[config.mk]
export PLATFORM = sky130hd
export DESIGN_NAME = led_code_sched
export DESIGN_NICKNAME = d
export VERILOG_FILES = /design/src/rtl/led_code_sched.sv
export SDC_FILE = /design/constraint.sdc
export NUM_CORES = 1
export LEC_CHECK = 0
export BUFFER_PORTS_ARGS = -buffer_cell sky130_fd_sc_hd__buf_4
export CAP_MARGIN = 25
export CORE_ASPECT_RATIO = 0.5
export CORE_MARGIN = 2
export CORE_UTILIZATION = 45
export CTS_CLUSTER_SIZE = 28
export DETAILED_ROUTE_END_ITERATION = 10
export GPL_TIMING_DRIVEN = 0
export PLACE_DENSITY_LB_ADDON = 0.12
export SLEW_MARGIN = 10
export SYNTH_ARGS = -nofsm -noshare
export SYNTH_HDL_FRONTEND = slang
export SYNTH_SLANG_ARGS = --single-unit
[constraint.sdc]
create_clock -name CLK -period 3 [get_ports CLK]
set_clock_uncertainty 0.15 [all_clocks]
set_input_delay 0.6 -clock CLK [delete_from_list [all_inputs] [get_ports CLK]]
set_output_delay 0.6 -clock CLK [all_outputs]
set_load 0.01 [all_outputs]
[src/rtl/led_code_sched.sv]
// Multiplexed LED code scheduler: shows each valid 16-bit table code one nibble at a time, then a gap.
// Optional macro LED_CODE_SCHED_MARKER_EN drives {1'b1, SYM_IDX} on LED_DATA during the gap instead of zero.
module led_code_sched #(
   parameter logic [13:0] DIV_FACTOR = 14'h3F98,
   parameter logic [7:0]  DWELL      = 8'd200
) (
   input  logic        CLK,
   input  logic        nRST,
   input  logic        WR_EN,
   input  logic [2:0]  WR_ADDR,
   input  logic [16:0] WR_DATA,
   output logic        WR_READY,
   input  logic        START,
   input  logic        STOP,
   input  logic        REPEAT,
   output logic [3:0]  LED_DATA,
   output logic [2:0]  SYM_IDX,
   output logic        BUSY,
   output logic        DONE
);

   typedef enum logic [1:0] {IDLE, SHOW, GAP} state_t;

   state_t      state;
   logic [16:0] table_q [8];
   logic [13:0] presc;
   logic [7:0]  dwell;
   logic [1:0]  nibble;

   logic        wr_accept;
   logic        tick;
   logic        last_dwell;
   logic [1:0]  nib_next;
   logic [16:0] eff_entry [8];
   logic [7:0]  valid_now;
   logic [3:0]  first_hit;
   logic [3:0]  above_hit;
   logic [2:0]  gap_target;
   logic        gap_continue;
   logic [3:0]  gap_led;

   // Lowest valid index at or above lo, as {found, index}.
   function automatic logic [3:0] pick(input logic [7:0] v, input logic [3:0] lo);
      pick = 4'b0000;
      for (int i = 7; i >= 0; i--)
         if (v[i] && 4'(i) >= lo) pick = {1'b1, 3'(i)};
   endfunction

   assign WR_READY   = ~BUSY;
   assign wr_accept  = WR_EN & ~BUSY;
   assign tick       = (state != IDLE) && (presc == DIV_FACTOR);
   assign last_dwell = (dwell == DWELL - 8'd1);
   assign nib_next   = nibble + 2'd1;

   // NOTE: a START on the same edge as a write must see the new entry, so decisions use the
   // table merged with the pending write rather than the stored copy.
   always_comb begin
      for (int i = 0; i < 8; i++) begin
         eff_entry[i] = table_q[i];
         if (wr_accept && WR_ADDR == 3'(i)) eff_entry[i] = WR_DATA;
         valid_now[i] = eff_entry[i][16];
      end
   end

   assign first_hit    = pick(valid_now, 4'd0);
   assign above_hit    = pick(valid_now, {1'b0, SYM_IDX} + 4'd1);
   assign gap_target   = above_hit[3] ? above_hit[2:0] : first_hit[2:0];
   assign gap_continue = above_hit[3] | (REPEAT & first_hit[3]);

`ifdef LED_CODE_SCHED_MARKER_EN
   assign gap_led = {1'b1, SYM_IDX};
`else
   assign gap_led = 4'b0000;
`endif

   // NOTE: the code table is a bank of flops, not a RAM, so it is cleared by nRST with everything else.
   always_ff @(posedge CLK or negedge nRST) begin
      if (!nRST) begin
         state    <= IDLE;
         presc    <= '0;
         dwell    <= '0;
         nibble   <= '0;
         LED_DATA <= '0;
         SYM_IDX  <= '0;
         BUSY     <= 1'b0;
         DONE     <= 1'b0;
         for (int i = 0; i < 8; i++) table_q[i] <= '0;
      end else begin
         DONE <= 1'b0;
         if (wr_accept) table_q[WR_ADDR] <= WR_DATA;

         if (STOP) begin
            state    <= IDLE;
            BUSY     <= 1'b0;
            LED_DATA <= 4'b0000;
            presc    <= '0;
            dwell    <= '0;
            nibble   <= '0;
         end else begin
            case (state)
               IDLE: begin
                  LED_DATA <= 4'b0000;
                  if (START) begin
                     presc  <= '0;
                     dwell  <= '0;
                     nibble <= '0;
                     if (first_hit[3]) begin
                        state    <= SHOW;
                        BUSY     <= 1'b1;
                        SYM_IDX  <= first_hit[2:0];
                        LED_DATA <= eff_entry[first_hit[2:0]][3:0];
                     end else begin
                        DONE <= 1'b1;
                     end
                  end
               end

               SHOW, GAP: begin
                  presc <= tick ? 14'd0 : presc + 14'd1;
                  if (tick) begin
                     dwell <= last_dwell ? 8'd0 : dwell + 8'd1;
                     if (last_dwell && state == SHOW) begin
                        if (nibble == 2'd3) begin
                           state    <= GAP;
                           LED_DATA <= gap_led;
                        end else begin
                           nibble   <= nib_next;
                           LED_DATA <= eff_entry[SYM_IDX][{nib_next, 2'b00} +: 4];
                        end
                     end else if (last_dwell) begin
                        // End of gap: advance to the next valid entry, or finish the pass.
                        if (!above_hit[3]) DONE <= 1'b1;
                        nibble <= '0;
                        if (gap_continue) begin
                           state    <= SHOW;
                           SYM_IDX  <= gap_target;
                           LED_DATA <= eff_entry[gap_target][3:0];
                        end else begin
                           state    <= IDLE;
                           BUSY     <= 1'b0;
                           LED_DATA <= 4'b0000;
                           presc    <= '0;
                        end
                     end
                  end
               end

               default: state <= IDLE;
            endcase
         end
      end
   end

endmodule

======== Word level (Yosys, flattened, before mapping) ========
Cells that the tools add are included.
operators by class
  $add $sub $neg .......................... 4
  order comparisons ....................... 13
  equal/unequal tests ..................... 27
  shift operators ......................... 1
  multiplexer cells ....................... 98
  bitwise operators ....................... 9
  reduce and logical (&&, ||, !) cells .... 32
operators by type and width
  operator                                                                            number
  17-bit two-way mux                                                                  11
  17-bit binary-select mux with 3-bit select                                          3
  136-bit bitwise mux                                                                 1
  4-bit two-way mux                                                                   28
  14-bit two-way mux                                                                  7
  17-bit demux with 3-bit select                                                      1
  8-bit two-way mux                                                                   4
  14-bit one-hot mux with 2 select lines                                              1
  2-bit two-way mux                                                                   13
  3-bit two-way mux                                                                   7
  1-bit logical AND                                                                   19
  3-bit != test, second input constant                                                6
  17-bit by 5-bit indexed part select with 4-bit output                               1
  3-bit by 4-bit greater-or-equal comparator with 1-bit output, first input constant  4
  4-bit greater-or-equal comparator, second input constant                            4
  3-bit inverter with 4-bit output                                                    4
  8-bit one-hot mux with 2 select lines                                               1
  1-bit two-way mux                                                                   15
  14-bit by 1-bit adder with 14-bit output, second input constant                     1
  14-bit == test, second input constant                                               1
  3-bit == test, second input constant                                                4
  2-bit != test, second input constant                                                6
  4-bit != test, second input constant                                                3
  5-bit AND reduction                                                                 2
  27 further kinds                                                                    37
word-level totals
  flip-flop bits (word level) ............. 171
  bits of input ports ..................... 26
  output and inout bits ................... 10

======== Depth between registers and ports, before layout ========
  word-level depth ........................ 24
  mapped depth ............................ 13

======== Worst setup path after synthesis ========
OpenSTA, ideal clock, no wires.
  kind .................................... input to register
  start point ............................. input WR_ADDR[0]
  end point ............................... register LED_DATA[1]
  setup time .............................. 136 ps
  arrival time ............................ 3148 ps
  data required time ...................... 2714 ps
  slack ................................... -434 ps
  stages .................................. 12
  buffers on the path ..................... 2
  path through ............................ buf_6 > or3b_4 > nor2_8 > buf_4 > mux2_2 > mux4_2 > or2_2 > o211a_1 > o21ai_0 > o211ai_1 > a31oi_1 > o32ai_1
on the way
  cells in the longest elaborated chain, start to end .. 23
  elaborated cells between the ends (all ways) .. 72
  classes of those cells .................. 7 x eq/ne; 1 x shift; 43 x mux; 4 x bitwise; 17 x reduce/logical
ends and longest elaborated chain
  element                                                 line  text
  start: declaration                                      10    input logic [2:0] WR_ADDR,
  3-bit == test                                           60    if (wr_accept && WR_ADDR == 3'(i)) eff_entry[i] = WR_DATA;
  1-bit logical AND                                       60
  17-bit two-way mux                                      60
  1-bit logical AND                                       46    if (v[i] && 4'(i) >= lo) pick = {1'b1, 3'(i)};
  4-bit two-way mux (8 in series)                         46
  3-bit two-way mux                                       67    assign gap_target = above_hit[3] ? above_hit[2:0] : first_hit[2:0];
  3-bit inverter with 4-bit output (implied by the code)  137   LED_DATA <= eff_entry[gap_target][3:0];
  17-bit binary-select mux with 3-bit select              137
  4-bit two-way mux (implied by the code) (2 in series)   137
  4-bit two-way mux                                       134   if (gap_continue) begin
  4-bit two-way mux                                       130   end else if (last_dwell) begin
  4-bit two-way mux                                       122   if (last_dwell && state == SHOW) begin
  4-bit two-way mux                                       120   if (tick) begin
  4-bit one-hot mux with 2 select lines *                 100   case (state)
  4-bit two-way mux *                                     92    if (STOP) begin
  end signal: assignment                                  111   LED_DATA <= eff_entry[first_hit[2:0]][3:0];
  end signal: assignment                                  125   LED_DATA <= gap_led;
  end signal: assignment                                  128   LED_DATA <= eff_entry[SYM_IDX][{nib_next, 2'b00} +: 4];
  end: declaration                                        16    output logic [3:0] LED_DATA,
Every way passes the cells marked *; elsewhere a longest branch is shown, timed or not. The select of a mux whose other input is x is not followed.
A chain may end at the register's enable or synchronous reset.

======== Worst setup path after layout ========
  start point ............................. register BUSY
  end point ............................... register LED_DATA[1]
on the way
  cells in the longest elaborated chain, start to end .. 24
  elaborated cells between the ends (all ways) .. 66
  classes of those cells .................. 1 x shift; 43 x mux; 6 x bitwise; 16 x reduce/logical
ends and longest elaborated chain
  element                                                 line  text
  start: declaration                                      18    output logic BUSY,
  start signal: assignment                                85    BUSY <= 1'b0;
  start signal: assignment                                94    BUSY <= 1'b0;
  start signal: assignment                                109   BUSY <= 1'b1;
  1-bit inverter *                                        50    assign wr_accept = WR_EN & ~BUSY;
  1-bit bitwise AND *                                     50
  1-bit logical AND                                       60
  17-bit two-way mux                                      60
  1-bit logical AND                                       46
  4-bit two-way mux (8 in series)                         46
  3-bit two-way mux                                       67
  3-bit inverter with 4-bit output (implied by the code)  137
  17-bit binary-select mux with 3-bit select              137
  4-bit two-way mux (implied by the code) (2 in series)   137
  4-bit two-way mux                                       134
  4-bit two-way mux                                       130
  4-bit two-way mux                                       122
  4-bit two-way mux                                       120
  4-bit one-hot mux with 2 select lines *                 100
  4-bit two-way mux *                                     92
Marked as above.

==> impl_metrics.xml <==
<?xml version="1.0" encoding="UTF-8"?>
<metrics>
  <group name="synth">
    <metric name="syn_area_per_cell" unit="um2">11.5</metric>
    <metric name="synth-edff-count" unit="">0</metric>
    <metric name="synthArstFlopShare" unit="">1.00</metric>
    <metric name="synthesis.nets" unit="">852</metric>
    <metric name="synth-main-ff-cell" unit="">sky130_fd_sc_hd__dfrtp_1</metric>
    <metric name="ys_warn_count" unit="">0</metric>
    <metric name="synth_seq_cells" unit="">171</metric>
    <metric name="netlist_instances" unit="">818</metric>
    <metric name="synth.cell_area" unit="mm2">0.00941</metric>
    <metric name="ys_seq_area_frac" unit="">0.455</metric>
    <metric name="ys_types" unit="">75</metric>
  </group>
  <group name="place">
    <metric name="io_buffer_count" unit="">30</metric>
    <metric name="dp_slack" unit="ps">-1200</metric>
    <metric name="finalWeightedCongestion" unit="">0.884</metric>
    <metric name="dp_hpwl" unit="um">16600</metric>
  </group>
  <group name="critical_path">
    <metric name="path_delay_family" unit="">simple AND/OR/NAND/NOR gates</metric>
    <metric name="worst_r2r_path_depth" unit="">12</metric>
    <metric name="timing.critical_path.slowest_cell_delay" unit="ps">470</metric>
    <metric name="slowest_stage" unit="">sky130_fd_sc_hd__mux4_2</metric>
    <metric name="worstPathCellList" unit="">buf_6, or3b_4, nor2_8, buf_12, mux2_4, mux4_2, or2_4, o211a_4, o21ai_2, o211ai_1, a31oi_4, o32ai_2</metric>
    <metric name="critical_path_class" unit="">flip-flop to flip-flop</metric>
    <metric name="cp_num_cells" unit="">12</metric>
    <metric name="crit-reg2reg-launch" unit="">BUSY</metric>
    <metric name="cp_max_fo" unit="">5</metric>
    <metric name="timing.critical_path.to_type" unit="">flip-flop</metric>
    <metric name="cp.buffers_inverters" unit="">2</metric>
    <metric name="critical_path.startpoint_type" unit="">flip-flop</metric>
    <metric name="data_arrival_at_the_endpoint_of_the_critical_path" unit="ps">3570</metric>
    <metric name="critPathLaunch" unit="">BUSY</metric>
    <metric name="worst_ep_required_time" unit="ps">3160</metric>
  </group>
  <group name="run_status">
    <metric name="run_status" unit="">finished, violations left</metric>
    <metric name="violations" unit="">setup timing</metric>
  </group>
  <group name="clock_network">
    <metric name="max_buffers_root_to_sink" unit="">2</metric>
    <metric name="worst_setup_hold_path_clk_slew" unit="ps">60</metric>
    <metric name="root_buffer" unit="">sky130_fd_sc_hd__clkbuf_16</metric>
    <metric name="cts.hold.buffers_added" unit="">0</metric>
    <metric name="cts.htree.levels" unit="">4</metric>
    <metric name="numCtsBuffers" unit="">17</metric>
    <metric name="clock_insertion_delay_worst_skew" unit="ps">450</metric>
    <metric name="clock_sinks" unit="">171</metric>
    <metric name="cts_tree" unit="">built</metric>
  </group>
  <group name="drt">
    <metric name="wl_per_cell" unit="um">21.0</metric>
    <metric name="drt-pass1-iter-count" unit="">5</metric>
    <metric name="vias" unit="">6885</metric>
    <metric name="vias_per_cell" unit="">5.82</metric>
    <metric name="detail-route-antenna-nets" unit="">0</metric>
    <metric name="postRouteWirelength" unit="um">24800</metric>
    <metric name="drc_errors" unit="">0</metric>
    <metric name="drt-initial-drc-count" unit="">644</metric>
  </group>
  <group name="layout">
    <metric name="layout.nets" unit="">931</metric>
    <metric name="final_layout_size_suffix_gt1_frac" unit="">0.346</metric>
    <metric name="fill_cell_count" unit="">1792</metric>
    <metric name="area_overhead_vs_synth" unit="%">19.1</metric>
    <metric name="regArea" unit="mm2">0.00428</metric>
    <metric name="multi_input_area" unit="mm2">0.00503</metric>
    <metric name="antenna_cells" unit="">0</metric>
  </group>
  <group name="pwr">
    <metric name="cellPowerDensity" unit="mW/mm2">927</metric>
    <metric name="total_leakage_power" unit="nW">5.02</metric>
    <metric name="design_power_total" unit="W">0.0104</metric>
    <metric name="peak_supply_drop" unit="V">0.000452</metric>
  </group>
  <group name="timing">
    <metric name="relative_max_transition_margin" unit="">0.328</metric>
    <metric name="setup_viol" unit="">6</metric>
    <metric name="report.final.hold_viol_count" unit="">0</metric>
    <metric name="tns" unit="ps">-1670</metric>
    <metric name="pnr_worst_setup_slack" unit="ps">-406</metric>
    <metric name="maxClockFrequency" unit="MHz">294</metric>
    <metric name="min_period_over_period" unit="">1.14</metric>
    <metric name="fin_crit" unit="ps">3410</metric>
    <metric name="max_transition_viols_final" unit="">0</metric>
    <metric name="rsz0062_at_grt" unit="">true</metric>
    <metric name="worst_margin_pin_slew" unit="ps">1010</metric>
  </group>
  <group name="global_routing">
    <metric name="first_global_vias" unit="">7055</metric>
    <metric name="grt_max_degree" unit="">107</metric>
    <metric name="gr-usage-all-layers" unit="">0.238</metric>
    <metric name="initial_antenna_violation_count" unit="">0</metric>
    <metric name="first_pass_grt_wire_length" unit="um">39900</metric>
    <metric name="globalRoute.totalOverflow" unit="">0</metric>
  </group>
  <group name="floorplanning">
    <metric name="design.portCount" unit="">36</metric>
    <metric name="die_height" unit="um">106</metric>
    <metric name="floorplan.die.width" unit="um">209</metric>
    <metric name="core" unit="mm2">0.0205</metric>
    <metric name="die-area" unit="mm2">0.0222</metric>
    <metric name="initial_utilization" unit="">0.459</metric>
    <metric name="core.rowCount" unit="">37</metric>
  </group>
  <group name="flow_run">
    <metric name="cap_viol_max_count" unit="">0</metric>
  </group>
  <group name="min_path">
    <metric name="hold_path_class" unit="">input pin to async pin</metric>
  </group>
</metrics>
==> path summary, 6_finish.rpt <==
check	endpoint	slack, ps
worst max register to register	LED_DATA[1]	-410
worst min register to register	table_q[111]	340
min in group CLK	table_q[111]	310
worst min-delay path	table_q[73]	80
max in group asynchronous	table_q[116]	1820
worst max-delay path	LED_DATA[1]	-410
==> metrics by stage <==
step                      instances  cell area (um2)  hold slack (ps)  utilization
after global routing           1183            11200              140        0.547
final                          1183            11200             76.4        0.547
after global placement         1121            10000              313        0.489
after CTS                      1180            11100              111        0.540
after detailed placement       1122            10100              331        0.491
after floorplan                 818             9470              154            -
==> worst register-to-register path: stages (launching register included) <==
cell                       delay [ps]
sky130_fd_sc_hd__dfrtp_1          400
sky130_fd_sc_hd__buf_6            140
sky130_fd_sc_hd__or3b_4           440
sky130_fd_sc_hd__nor2_8           190
sky130_fd_sc_hd__buf_12           150
sky130_fd_sc_hd__mux2_4           300
sky130_fd_sc_hd__mux4_2           470
sky130_fd_sc_hd__or2_4            240
sky130_fd_sc_hd__o211a_4          150
sky130_fd_sc_hd__o21ai_2          140
sky130_fd_sc_hd__o211ai_1         160
sky130_fd_sc_hd__a31oi_4          240
sky130_fd_sc_hd__o32ai_2          100
==> where the power goes <==
part | switching [W] | internal, W
logic | 0.00261 | 0.00236
clock network | 0.00101 | 0.00116
registers | 0.000261 | 0.00300
==> layout make-up <==
cell class                      count  area share
Sequential cell                   171       0.382
Clock buffer                       17      0.0380
Clock inverter                     15      0.0127
Buffer                             35      0.0222
Multi-Input combinational cell    551       0.449
Inverter                           60      0.0204
Tap cell                          273      0.0305
Timing Repair Buffer               61      0.0455
==> synthesized netlist by cell type (all sizes together), types with 4 or more instances <==
master,count,share of area
nand2b,7,0.0047
nand2,68,0.028
o21ai,37,0.020
and2,7,0.0047
mux4,35,0.084
and3,5,0.0033
o211ai,19,0.015
a211oi,5,0.0045
or2,5,0.0033
dfrtp,171,0.45
xor2,6,0.0056
nand4,7,0.0047
o31ai,8,0.0064
nor3,12,0.0069
o22ai,4,0.0027
a31oi,5,0.0033
mux2,102,0.12
a21oi,23,0.012
nor2b,7,0.0047
mux2i,64,0.068
nor2,40,0.019
nand3,18,0.0096
a21o,4,0.0032
nand3b,5,0.0044
buf,20,0.013
clkbuf,16,0.0064
ha,8,0.011
inv,60,0.024
==> routing by layer <==
metal / routed length (um) / share of wire / track usage / vias up
li1: - / - / - / 3143
met1: 12100 / 0.49 / 0.347 / 3509
met2: 11000 / 0.44 / 0.350 / 188
met3: 1180 / 0.048 / 0.0526 / 45
met4: 518 / 0.021 / 0.0874 / 0
met5: 0 / 0 / 0 / -
==> flip-flops by register name, indices dropped and copies added, names as in the netlist <==
| register | cells |
|---|---|
| nibble | 2 |
| presc | 14 |
| SYM_IDX | 3 |
| LED_DATA | 4 |
| DONE | 1 |
| dwell | 8 |
| state | 2 |
| BUSY | 1 |
| table_q | 136 |
==> cell families after synthesis <==
group | Yosys count | synth area share
DFF | 171 | 0.455
buffers and inverters | 96 | 0.0436
AOI/OAI and AO/OA | 137 | 0.100
and+or+nand+nor | 197 | 0.108
muxes | 201 | 0.275
xor gates and xnor gates | 8 | 0.00745
adders and majority gates | 8 | 0.0106
==> timing repair <==
item / in CTS / in global routing
resized for setup: 51 / 33
gates cloned: 1 / 0
setup buffers: 26 / 3
pin swaps: 18 / 7
setup endpoints to repair: 12 / 14
==> placed cells by master, fill, tap and decap left out, types with 18 or more instances in the layout <==
cell                       Yosys  layout
sky130_fd_sc_hd__nor2_1       35      33
sky130_fd_sc_hd__nand2_1      64      61
sky130_fd_sc_hd__o211ai_1     19      19
sky130_fd_sc_hd__o21ai_0      37      30
sky130_fd_sc_hd__nand3_1      18      18
sky130_fd_sc_hd__mux2_2      100      92
sky130_fd_sc_hd__buf_4         6      60
sky130_fd_sc_hd__inv_1        59      58
sky130_fd_sc_hd__mux2i_1      64      62
sky130_fd_sc_hd__mux4_2       35      35
sky130_fd_sc_hd__dfrtp_1     171     171
Power figures use the tool's default switching activity.
